[src/rtl/alu_pkg.sv]
// Shared opcode/state types and helpers for the execute-stage sequencer.
package alu_pkg;

  localparam int ALU_W = 8;

  typedef enum logic [3:0] {
    OP_ADD  = 4'h0,
    OP_SUB  = 4'h1,
    OP_ADC  = 4'h2,
    OP_SBC  = 4'h3,
    OP_AND  = 4'h4,
    OP_OR   = 4'h5,
    OP_NOT  = 4'h6,
    OP_XNOR = 4'h7,
    OP_ASR  = 4'h8,
    OP_LSL  = 4'h9,
    OP_LSR  = 4'hA,
    OP_ROL  = 4'hB,
    OP_ROR  = 4'hC,
    OP_RRC  = 4'hD
  } alu_op_e;

  typedef enum logic [1:0] {
    S_IDLE  = 2'd0,
    S_PASS1 = 2'd1,
    S_PASS2 = 2'd2,
    S_DONE  = 2'd3
  } exec_state_e;

  // Ops that can be split across two byte passes; the rest run once on the low byte.
  function automatic logic is_chainable(input logic [3:0] op);
    case (op)
      OP_ADD, OP_SUB, OP_ADC, OP_SBC,
      OP_AND, OP_OR, OP_NOT, OP_XNOR,
      OP_ASR, OP_LSR, OP_RRC:          is_chainable = 1'b1;
      default:                         is_chainable = 1'b0;
    endcase
  endfunction

  function automatic logic is_arith(input logic [3:0] op);
    is_arith = (op == OP_ADD) || (op == OP_SUB) || (op == OP_ADC) || (op == OP_SBC);
  endfunction

endpackage

[src/rtl/ALU_8_BIT.sv]
// Purely combinational 8-bit ALU; carry out of subtracts is a borrow.
module ALU_8_BIT
  import alu_pkg::*;
#(
  parameter int OP_W = 4
) (
  input  logic [ALU_W-1:0] i_a,
  input  logic [ALU_W-1:0] i_b,
  input  logic [OP_W-1:0]  i_op,
  input  logic             i_c_in,
  output logic [ALU_W-1:0] o_res,
  output logic             o_c_out
);

  logic [ALU_W:0] w_wide;

  always_comb begin
    w_wide  = '0;
    o_res   = '0;
    o_c_out = 1'b0;
    case (i_op)
      OP_ADD:  w_wide = {1'b0, i_a} + {1'b0, i_b};
      OP_SUB:  w_wide = {1'b0, i_a} - {1'b0, i_b};
      OP_ADC:  w_wide = {1'b0, i_a} + {1'b0, i_b} + {{ALU_W{1'b0}}, i_c_in};
      OP_SBC:  w_wide = {1'b0, i_a} - {1'b0, i_b} - {{ALU_W{1'b0}}, i_c_in};
      OP_AND:  w_wide = {1'b0, i_a & i_b};
      OP_OR:   w_wide = {1'b0, i_a | i_b};
      OP_NOT:  w_wide = {1'b0, ~i_a};
      OP_XNOR: w_wide = {1'b0, ~(i_a ^ i_b)};
      OP_ASR:  w_wide = {i_a[0], i_a[7], i_a[7:1]};
      OP_LSL:  w_wide = {i_a[7], i_a[6:0], 1'b0};
      OP_LSR:  w_wide = {i_a[0], 1'b0, i_a[7:1]};
      OP_ROL:  w_wide = {i_a[7], i_a[6:0], i_a[7]};
      OP_ROR:  w_wide = {i_a[0], i_a[0], i_a[7:1]};
      OP_RRC:  w_wide = {i_a[0], i_c_in, i_a[7:1]};
      default: w_wide = '0;
    endcase
    o_res   = w_wide[ALU_W-1:0];
    o_c_out = w_wide[ALU_W];
  end

endmodule

[src/rtl/alu_exec.sv]
// Execute-stage sequencer: one or two byte passes through ALU_8_BIT, owns the C/Z/N flags.
module alu_exec
  import alu_pkg::*;
#(
  parameter int OP_W = 4
) (
  input  logic            clk,
  input  logic            rst,
  input  logic            in_valid,
  output logic            in_ready,
  input  logic [OP_W-1:0] op,
  input  logic            wide,
  input  logic [15:0]     a,
  input  logic [15:0]     b,
  input  logic            c_set,
  input  logic            c_clr,
  output logic            out_valid,
  input  logic            out_ready,
  output logic [15:0]     result,
  output logic            flag_c,
  output logic            flag_z,
  output logic            flag_n
);

  exec_state_e      r_state, w_state_nxt;
  logic [OP_W-1:0]  r_op;
  logic             r_wide;
  logic [15:0]      r_a, r_b;
  logic [15:0]      r_result;
  logic             r_flag_c, r_flag_z, r_flag_n;
  logic             r_c_p1;

  logic [ALU_W-1:0] w_alu_a, w_alu_b, w_alu_res;
  logic [OP_W-1:0]  w_alu_op;
  logic             w_alu_cin, w_alu_cout;
  logic             w_chain, w_last;
  logic [15:0]      w_res_full;
  logic             w_c_nxt;

  assign w_chain   = r_wide && is_chainable(r_op);
  assign in_ready  = (r_state == S_IDLE);
  assign out_valid = (r_state == S_DONE);
  assign result    = r_result;
  assign flag_c    = r_flag_c;
  assign flag_z    = r_flag_z;
  assign flag_n    = r_flag_n;

  // Per-pass operand, opcode and carry-in steering onto the shared ALU
  always_comb begin
    w_alu_a   = r_a[7:0];
    w_alu_b   = r_b[7:0];
    w_alu_op  = r_op;
    w_alu_cin = 1'b0;
    if (r_state == S_PASS2) begin
      w_alu_a = r_a[15:8];
      w_alu_b = r_b[15:8];
    end
    case (r_op)
      OP_ADD, OP_SUB: begin
        if (r_state == S_PASS2) begin
          w_alu_op  = (r_op == OP_ADD) ? OP_ADC : OP_SBC;
          w_alu_cin = r_c_p1;
        end
      end
      OP_ADC, OP_SBC: w_alu_cin = (r_state == S_PASS2) ? r_c_p1 : r_flag_c;
      OP_ASR, OP_LSR, OP_RRC: begin
        if (w_chain && r_state == S_PASS1) begin
          w_alu_op  = OP_RRC;
          w_alu_cin = r_a[8];
        end else if (w_chain && r_state == S_PASS2 && r_op == OP_RRC) begin
          w_alu_cin = r_flag_c;
        end
      end
      default: ;
    endcase
  end

  ALU_8_BIT #(.OP_W(OP_W)) u_alu (
    .i_a     (w_alu_a),
    .i_b     (w_alu_b),
    .i_op    (w_alu_op),
    .i_c_in  (w_alu_cin),
    .o_res   (w_alu_res),
    .o_c_out (w_alu_cout)
  );

  always_comb begin
    w_state_nxt = r_state;
    case (r_state)
      S_IDLE:  if (in_valid) w_state_nxt = S_PASS1;
      S_PASS1: w_state_nxt = w_chain ? S_PASS2 : S_DONE;
      S_PASS2: w_state_nxt = S_DONE;
      S_DONE:  if (out_ready) w_state_nxt = S_IDLE;
      default: w_state_nxt = S_IDLE;
    endcase
  end

  // Full result and carry as they will stand on the edge entering DONE
  always_comb begin
    w_res_full = (r_state == S_PASS1) ? {8'h00, w_alu_res} : {w_alu_res, r_result[7:0]};
    w_last     = (r_state == S_PASS2) || (r_state == S_PASS1 && !w_chain);
    w_c_nxt    = r_flag_c;
    if (is_arith(r_op))
      w_c_nxt = w_alu_cout;
    else if (r_op == OP_RRC)
      w_c_nxt = (r_state == S_PASS1) ? w_alu_cout : r_c_p1;
  end

  always_ff @(posedge clk) begin
    if (rst) begin
      r_state  <= S_IDLE;
      r_result <= '0;
      r_flag_c <= 1'b0;
      r_flag_z <= 1'b0;
      r_flag_n <= 1'b0;
      r_c_p1   <= 1'b0;
    end else begin
      r_state <= w_state_nxt;
      case (r_state)
        S_IDLE: begin
          if (c_clr)      r_flag_c <= 1'b0;
          else if (c_set) r_flag_c <= 1'b1;
        end
        S_PASS1: begin
          r_result <= w_res_full;
          r_c_p1   <= w_alu_cout;
        end
        S_PASS2: r_result <= w_res_full;
        default: ;
      endcase
      if (w_last) begin
        r_flag_c <= w_c_nxt;
        r_flag_z <= w_chain ? (w_res_full == 16'h0000) : (w_res_full[7:0] == 8'h00);
        r_flag_n <= w_chain ? w_res_full[15] : w_res_full[7];
      end
    end
  end

  // Operand capture on accept; data path needs no reset
  always_ff @(posedge clk) begin
    if (r_state == S_IDLE && in_valid) begin
      r_op   <= op;
      r_wide <= wide;
      r_a    <= a;
      r_b    <= b;
    end
  end

endmodule

[config.mk]
export PLATFORM = sky130hd
export DESIGN_NAME = alu_exec
export DESIGN_NICKNAME = d
export VERILOG_FILES = /design/src/rtl/alu_pkg.sv /design/src/rtl/ALU_8_BIT.sv /design/src/rtl/alu_exec.sv
export SDC_FILE = /design/constraint.sdc
export NUM_CORES = 1
export LEC_CHECK = 0
export CAP_MARGIN = 20
export CORE_MARGIN = 5
export CORE_UTILIZATION = 45
export DETAILED_ROUTE_END_ITERATION = 6
export GPL_ROUTABILITY_DRIVEN = 0
export PLACE_DENSITY = 0.78
export SLEW_MARGIN = 10
export SYNTH_ARGS = -nofsm -noshare
export SYNTH_HDL_FRONTEND = slang
export SYNTH_SLANG_ARGS = --single-unit
[constraint.sdc]
create_clock -name clk -period 6.32 [get_ports clk]
set_input_delay 1.264 -clock clk [delete_from_list [all_inputs] [get_ports clk]]
set_output_delay 1.264 -clock clk [all_outputs]
set_load 0.01 [all_outputs]
==> flow_summary.toml, run 1 <==
[detailed_routing]
antenna_left = 0
routedWlPerCell_um = 18.3
vias_per_cell = 6.23
dr.first_iter.drc_count = 418
drc_errors = 0
vias = 4391
wl_um = 12900
dr.pass1.iters = 5

[pwr]
finalPower_mw = 2.84
power.density_nw_per_um2 = 503
ir_drop_uv = 284
p_leak_nw = 2.11

[logic_synthesis]
avgSynthCellArea_um2 = 9.27
seq_area_frac_synth = 0.330
yosys_most_used_dff = "edfxtp_1"
synth_xor_area_frac = 0.0304
synth_edf_count = 37
yosys_warnings = 0
synth-async-reset-ratio = 0
synth_top_family_by_area = "compound AO/OA/AOI/OAI gates"
synthCells = 514
synth_fp_nets = 594
synthAdderAreaFrac = 0.100
yosysUniqueCellTypes = 78
synth_compound_area_frac = 0.214
synth_seq_cells = 60
synthSimpleGateAreaFrac = 0.198
synthMuxAreaShare = 0.0743
syn-cell-area_um2 = 4770

[job]
maxCapViolations = 0

[critical_path]
r2r-end = "flag_z$_SDFFE_PP0N_"
start_kind = "register"
endpoint = "flag_z$_SDFFE_PP0N_"
arrival_ns = 5.48
r2r_slack_ns = 1.11
path_max_fanout = 21
path_class = "reg -> reg"
r2r_start = "r_state[0]$_SDFFE_PP0P_"
r2r_cells = 13
cp_data_required_time_ns = 6.59
critPathLaunch = "r_state[0]$_SDFFE_PP0P_"
critPathCaptureType = "register"

[timing]
rsz0062_at_grt = "false"
skew_ns = 0.00648
hold_violations = 0
min_period_ns = 5.21
fin_ws_ns = 1.11
worst_pin_slew_ns = 0.976
fin_crit_sh = 0.825
setup_viol = 0
fin_setup_tns_ns = 0
fmax_mhz = 192
max-slew-margin-rel = 0.350
hold_ws_ns = 0.473
slew_viol_final = 0

[place]
dp_hpwl_um = 9870
dp_cells = 689
dp_slack_ns = 1.22
placed_area_um2 = 5450
io_buffer_count = 63

[clock_network]
cts_setup_buffers = 0
ctsResizeCount = 0
clockRootBuffer = "clkbuf_8"
cts.clk_slew.worst_paths_ns = 0.07
clockBufferDepth = 2
postCtsHoldBufs = 0
clk_latency_ns = 0.35
cts_buffers = 9
cts_max_level = 3
cts_sinks = 60
cts_tree = "yes"

[floorplanning]
die_x_um = 113
core-area_um2 = 10300
start_util = 0.462
rows = 37
die-area_um2 = 12800
ioPinCount = 64
die_h_um = 113

[finish]
final_cell_area_um2 = 5660
antennaDiodeCount = 0
num-fill-cells = 934
syn2layout_area_growth_pct = 18.7
stdcell_count = 705
final_util = 0.548
layout-drive-gt1-share = 0.0791
nets = 644

[grt]
grt_usage = 0.200
grt_pass1_wl_um = 20800
grt_max_degree = 38
grt_pass1_vias = 4170
grt-ovfl-total = 0
antenna_found_initial = 0

[outcome]
status = "completed"

[worst_hold_path]
hold_path_class = "reg -> reg"
[per-layer routing]
metal  share of wire  global-route usage  wire, um
met5               0                   0         0
met4           0.029              0.0769       379
met3           0.093              0.0476      1200
met2            0.47               0.328      6020
met1            0.41               0.255      5320
[cells by family (layout without fill, tap and decap cells)]
kind of cell             count (synthesis)  after routing
AND/OR/NAND/NOR                        178            178
multiplexers                            33             33
flip-flops                              60             60
AO/OA/AOI/OAI                          135            135
adder cells (fa/ha/maj)                 37             37
buffers and inverters                   57            112
XOR/XNOR                                14             14
[worst max-delay path: stages (launching register included)]
cell and delay, ns:
dfxtp_1 0.33, inv_1 0.15, ha_1 0.83, mux2i_1 0.49, inv_1 0.15, ha_1 0.75
xnor2_1 0.23, a2111oi_0 0.61, o211ai_1 0.23, a2111oi_2 0.34, nand3b_1 0.17, o211ai_1 0.17
o41a_1 0.46, a211oi_2 0.20
[power breakdown]
| group | switching, mW | internal (mW) |
|---|---|---|
| logic | 1.11 | 0.750 |
| clock network | 0.157 | 0.200 |
| registers | 0.0839 | 0.539 |
| total | 1.35 | 1.49 |
[synthesized netlist by cell type (4+ instances only)]
library cell  count  share of area
nor2_1           45          0.035
edfxtp_1         37           0.23
ha_1             35          0.092
inv_1            30          0.024
nand2_1          25          0.020
a21oi_1          24          0.025
dfxtp_1          23          0.097
mux2i_1          20          0.042
nand3_1          20          0.021
clkbuf_1         15          0.012
nor2b_1          15          0.020
o21ai_0          14          0.015
nor3_1           12          0.013
and2_1           11          0.014
mux2_2           11          0.026
o211ai_1         10          0.016
a211oi_1          9          0.014
or3_1             9          0.012
a221oi_1          8          0.015
xnor2_1           7          0.013
nand3b_1          6         0.0094
a2111oi_0         5         0.0092
and3_1            5         0.0066
nor3b_1           5         0.0079
o22ai_1           5         0.0066
o311ai_0          5         0.0092
xor2_1            5         0.0092
a211o_1           4         0.0073
buf_2             4         0.0042
o31ai_1           4         0.0063
o32ai_1           4         0.0073
or2_2             4         0.0052
[state kept, by name, indices dropped and copies added (netlist names), named ones only]
name     count
r_a         16
r_b         16
flag_c       1
flag_z       1
r_wide       1
r_c_p1       1
r_state      2
r_op         4
flag_n       1
result      16
[cell usage in the layout, fill, tap and decap left out, types with 12 or more instances in the layout]
| master | instances |
|---|---|
| nor3_1 | 12 |
| inv_1 | 30 |
| o21ai_0 | 14 |
| clkdlybuf4s50_1 | 63 |
| mux2i_1 | 20 |
| a21oi_1 | 24 |
| ha_1 | 35 |
| nor2b_1 | 15 |
| edfxtp_1 | 37 |
| nand2_1 | 25 |
| clkbuf_8 | 12 |
| nand3_1 | 20 |
| dfxtp_1 | 23 |
| nor2_1 | 45 |
[how the worst min path moves through the flow]
stage | from | to | slack (ns) | cells after the start
final | result[15]$_SDFFE_PP0P_ | result[15]$_SDFFE_PP0P_ | 0.47 | 2
after global routing | result[15]$_SDFFE_PP0P_ | result[15]$_SDFFE_PP0P_ | 0.50 | 2
after CTS | result[15]$_SDFFE_PP0P_ | result[15]$_SDFFE_PP0P_ | 0.48 | 2
after detailed placement | result[15]$_SDFFE_PP0P_ | result[15]$_SDFFE_PP0P_ | 0.47 | 2
after global placement | result[15]$_SDFFE_PP0P_ | result[15]$_SDFFE_PP0P_ | 0.46 | 2
after floorplan | r_c_p1$_SDFF_PP0_ | r_c_p1$_SDFF_PP0_ | 0.47 | 2
[final cells by class]
| cell class | count | area [um2] | share of cell area |
|---|---|---|---|
| clock buffer | 13 | 190 | 0.0336 |
| timing repair buffer | 65 | 646 | 0.114 |
| inverter | 31 | 116 | 0.0206 |
| multi-input combinational | 397 | 2940 | 0.520 |
| tap | 136 | 170 | 0.0301 |
| clock inverter | 3 | 21.3 | 0.00376 |
| sequential | 60 | 1570 | 0.278 |
Note: power is estimated with default switching activity, not from simulation.
==> run 2: changes to the inputs <==
==> constraint.sdc (replaced) <==
create_clock -name clk -period 4.9 [get_ports clk]
set_input_delay 0.98 -clock clk [delete_from_list [all_inputs] [get_ports clk]]
set_output_delay 0.98 -clock clk [all_outputs]
set_load 0.01 [all_outputs]
==> flow_summary.toml, run 2 (synthesis results as in run 1) <==
[outcome]
status = "completed"

[pwr]
combPwrFrac = 0.678
p_seq_frac = 0.208
power.density_nw_per_um2 = 656
p_sw_frac = 0.483
clkPwrFrac = 0.114
finalPower_mw = 3.74
p_leak_nw = 2.14
intPower_mw = 1.93
power_switching_mw = 1.80
ir_drop_uv = 239

[clock_network]
cts_sinks = 60
postCtsHoldBufs = 0
clockRootBuffer = "clkbuf_8"
clockBufferDepth = 2
clk_latency_ns = 0.35
cts_tree = "yes"
cts.clk_slew.worst_paths_ns = 0.07
cts_max_level = 3
cts_buffers = 9

[grt]
grt_pass1_vias = 4338
grt_usage = 0.204
grt-ovfl-total = 0
antenna_found_initial = 0
grt_pass1_wl_um = 21400
grt_max_degree = 38

[detailed_routing]
wl_met2_um = 5960
vias_per_cell = 6.37
wl_met1_um = 5200
routedWlPerCell_um = 18.3
top_layer = "met4"
dr.first_iter.drc_count = 609
antenna_left = 0
drc_errors = 0
wl_um = 13100
vias = 4544
dr.pass1.iters = 5
route.met3.wl_um = 1370

[floorplanning]
start_util = 0.462
die_x_um = 113
core-area_um2 = 10300
die-area_um2 = 12800
die_h_um = 113
ioPinCount = 64
rows = 37

[critical_path]
path_max_fanout = 15
crit_path_cell_trace = "inv_1, ha_2, mux2_2, ha_1, fa_1, ha_1, inv_1, a2111oi_0, o211ai_1, a2111oi_2, nand3b_1, o211ai_1, o41a_1, a211oi_2"
arrival_ns = 4.91
r2r_slack_ns = 0.26
critPathMaxStageDelay_ns = 0.56
crit_buf_inv = 2
path_class = "reg -> reg"
slowest_stage = "fa_1"
critPathCaptureType = "register"
start_kind = "register"
crit_family = "compound AO/OA/AOI/OAI gates"
cp_data_required_time_ns = 5.17

[timing]
rsz0062_at_grt = "false"
worst_pin_slew_ns = 0.767
skew_ns = 0.00999
min_period_ns = 4.64
fin_setup_tns_ns = 0
slew_viol_final = 0
fin_crit_sh = 0.948
hold_violations = 0
setup_viol = 0
max-slew-margin-rel = 0.489
fmax_mhz = 215

[place]
io_buffer_count = 63
dp_hpwl_um = 9940

[finish]
num-fill-cells = 926
final_common_cell = "clkdlybuf4s50_1"
antennaDiodeCount = 0
syn2layout_area_growth_pct = 19.6
nets = 652
mostFrequentLayoutCells = "clkdlybuf4s50_1, nor2_1, edfxtp_1"
layout-drive-gt1-share = 0.0901

[job]
maxCapViolations = 0

[worst_hold_path]
hold_path_class = "reg -> reg"
## run 2: cell types whose count changed in the layout (fill, tap and decap cells not counted), sizes merged
cell and change:
inv -2, buf +8, clkinv +2
## run 2: what timing repair did
action,CTS,global route
hold endpoints to repair,0,0
gates resized for setup,0,2
endpoints found under the setup margin,0,5
buffers inserted,0,0
## run 2: final cells by class
cell class | instances | area [um2] | share of cell area
Sequential cell | 60 | 1570 | 0.276
Clock buffer | 13 | 170 | 0.0299
Timing Repair Buffer | 73 | 706 | 0.124
Clock inverter | 3 | 18.8 | 0.00329
Inverter | 31 | 116 | 0.0204
Multi-Input combinational cell | 397 | 2950 | 0.517
Tap cell | 136 | 170 | 0.0299
## run 2: worst paths after layout
kind | cells past startpoint | startpoint | end
worst min register to register | 2 | result[15]$_SDFFE_PP0P_ | result[15]$_SDFFE_PP0P_
worst max register to register | 14 | r_state[0]$_SDFFE_PP0P_ | flag_z$_SDFFE_PP0N_
worst min-delay path | 2 | result[15]$_SDFFE_PP0P_ | result[15]$_SDFFE_PP0P_
worst max-delay path | 14 | r_state[0]$_SDFFE_PP0P_ | flag_z$_SDFFE_PP0N_
## run 2: routing by layer
metal	global-route usage	vias up
li1	-	2073
met1	0.261	2097
met2	0.327	302
met3	0.0524	72
met4	0.0849	0
met5	0	-
## run 2: power by group through the flow
stage | clock [mW] | combinational [mW] | sequential [mW]
final | 0.425 | 2.53 | 0.779
after global routing | 0.456 | 2.73 | 0.796
after CTS | 0.435 | 2.45 | 0.779
after detailed placement | 0 | 2.44 | 0.788
after global placement | 0 | 2.36 | 0.783
after floorplan | 0 | 1.75 | 0.790
## run 2: worst reg2reg max path: cells and delay by family (launching register included)
kind | cells | cell delay [ns]
DFF | 1 | 0.34
AOI/OAI and AO/OA | 6 | 1.90
muxes | 1 | 0.44
buffers and inverters | 2 | 0.22
and+or+nand+nor | 1 | 0.17
adders and majority gates | 4 | 1.51
## run 2: metrics by stage
| stage | utilization | instance area, um2 | setup slack [ns] | hold slack [ns] | cells |
|---|---|---|---|---|---|
| 2_1_floorplan | - | 4770 | 0.486 | 0.473 | 514 |
| 3_3_place_gp | 0.533 | 5510 | 0.353 | 0.461 | 697 |
| 3_5_place_dp | 0.533 | 5510 | 0.0850 | 0.474 | 697 |
| 4_1_cts | 0.552 | 5700 | 0.0188 | 0.484 | 713 |
| 5_1_grt | 0.552 | 5700 | 0.0175 | 0.519 | 713 |
| 6_report | 0.552 | 5700 | 0.257 | 0.479 | 713 |
==> run 3: changes to the inputs <==
--- a/config.mk
+++ b/config.mk
@@ -5,7 +5,6 @@
 export SDC_FILE = /design/constraint.sdc
 export NUM_CORES = 1
 export LEC_CHECK = 0
-export CAP_MARGIN = 20
 export CORE_MARGIN = 5
 export CORE_UTILIZATION = 45
 export DETAILED_ROUTE_END_ITERATION = 6
==> results of run 3 <==
The final DEF is identical to that of run 2; final timing and power are the same.
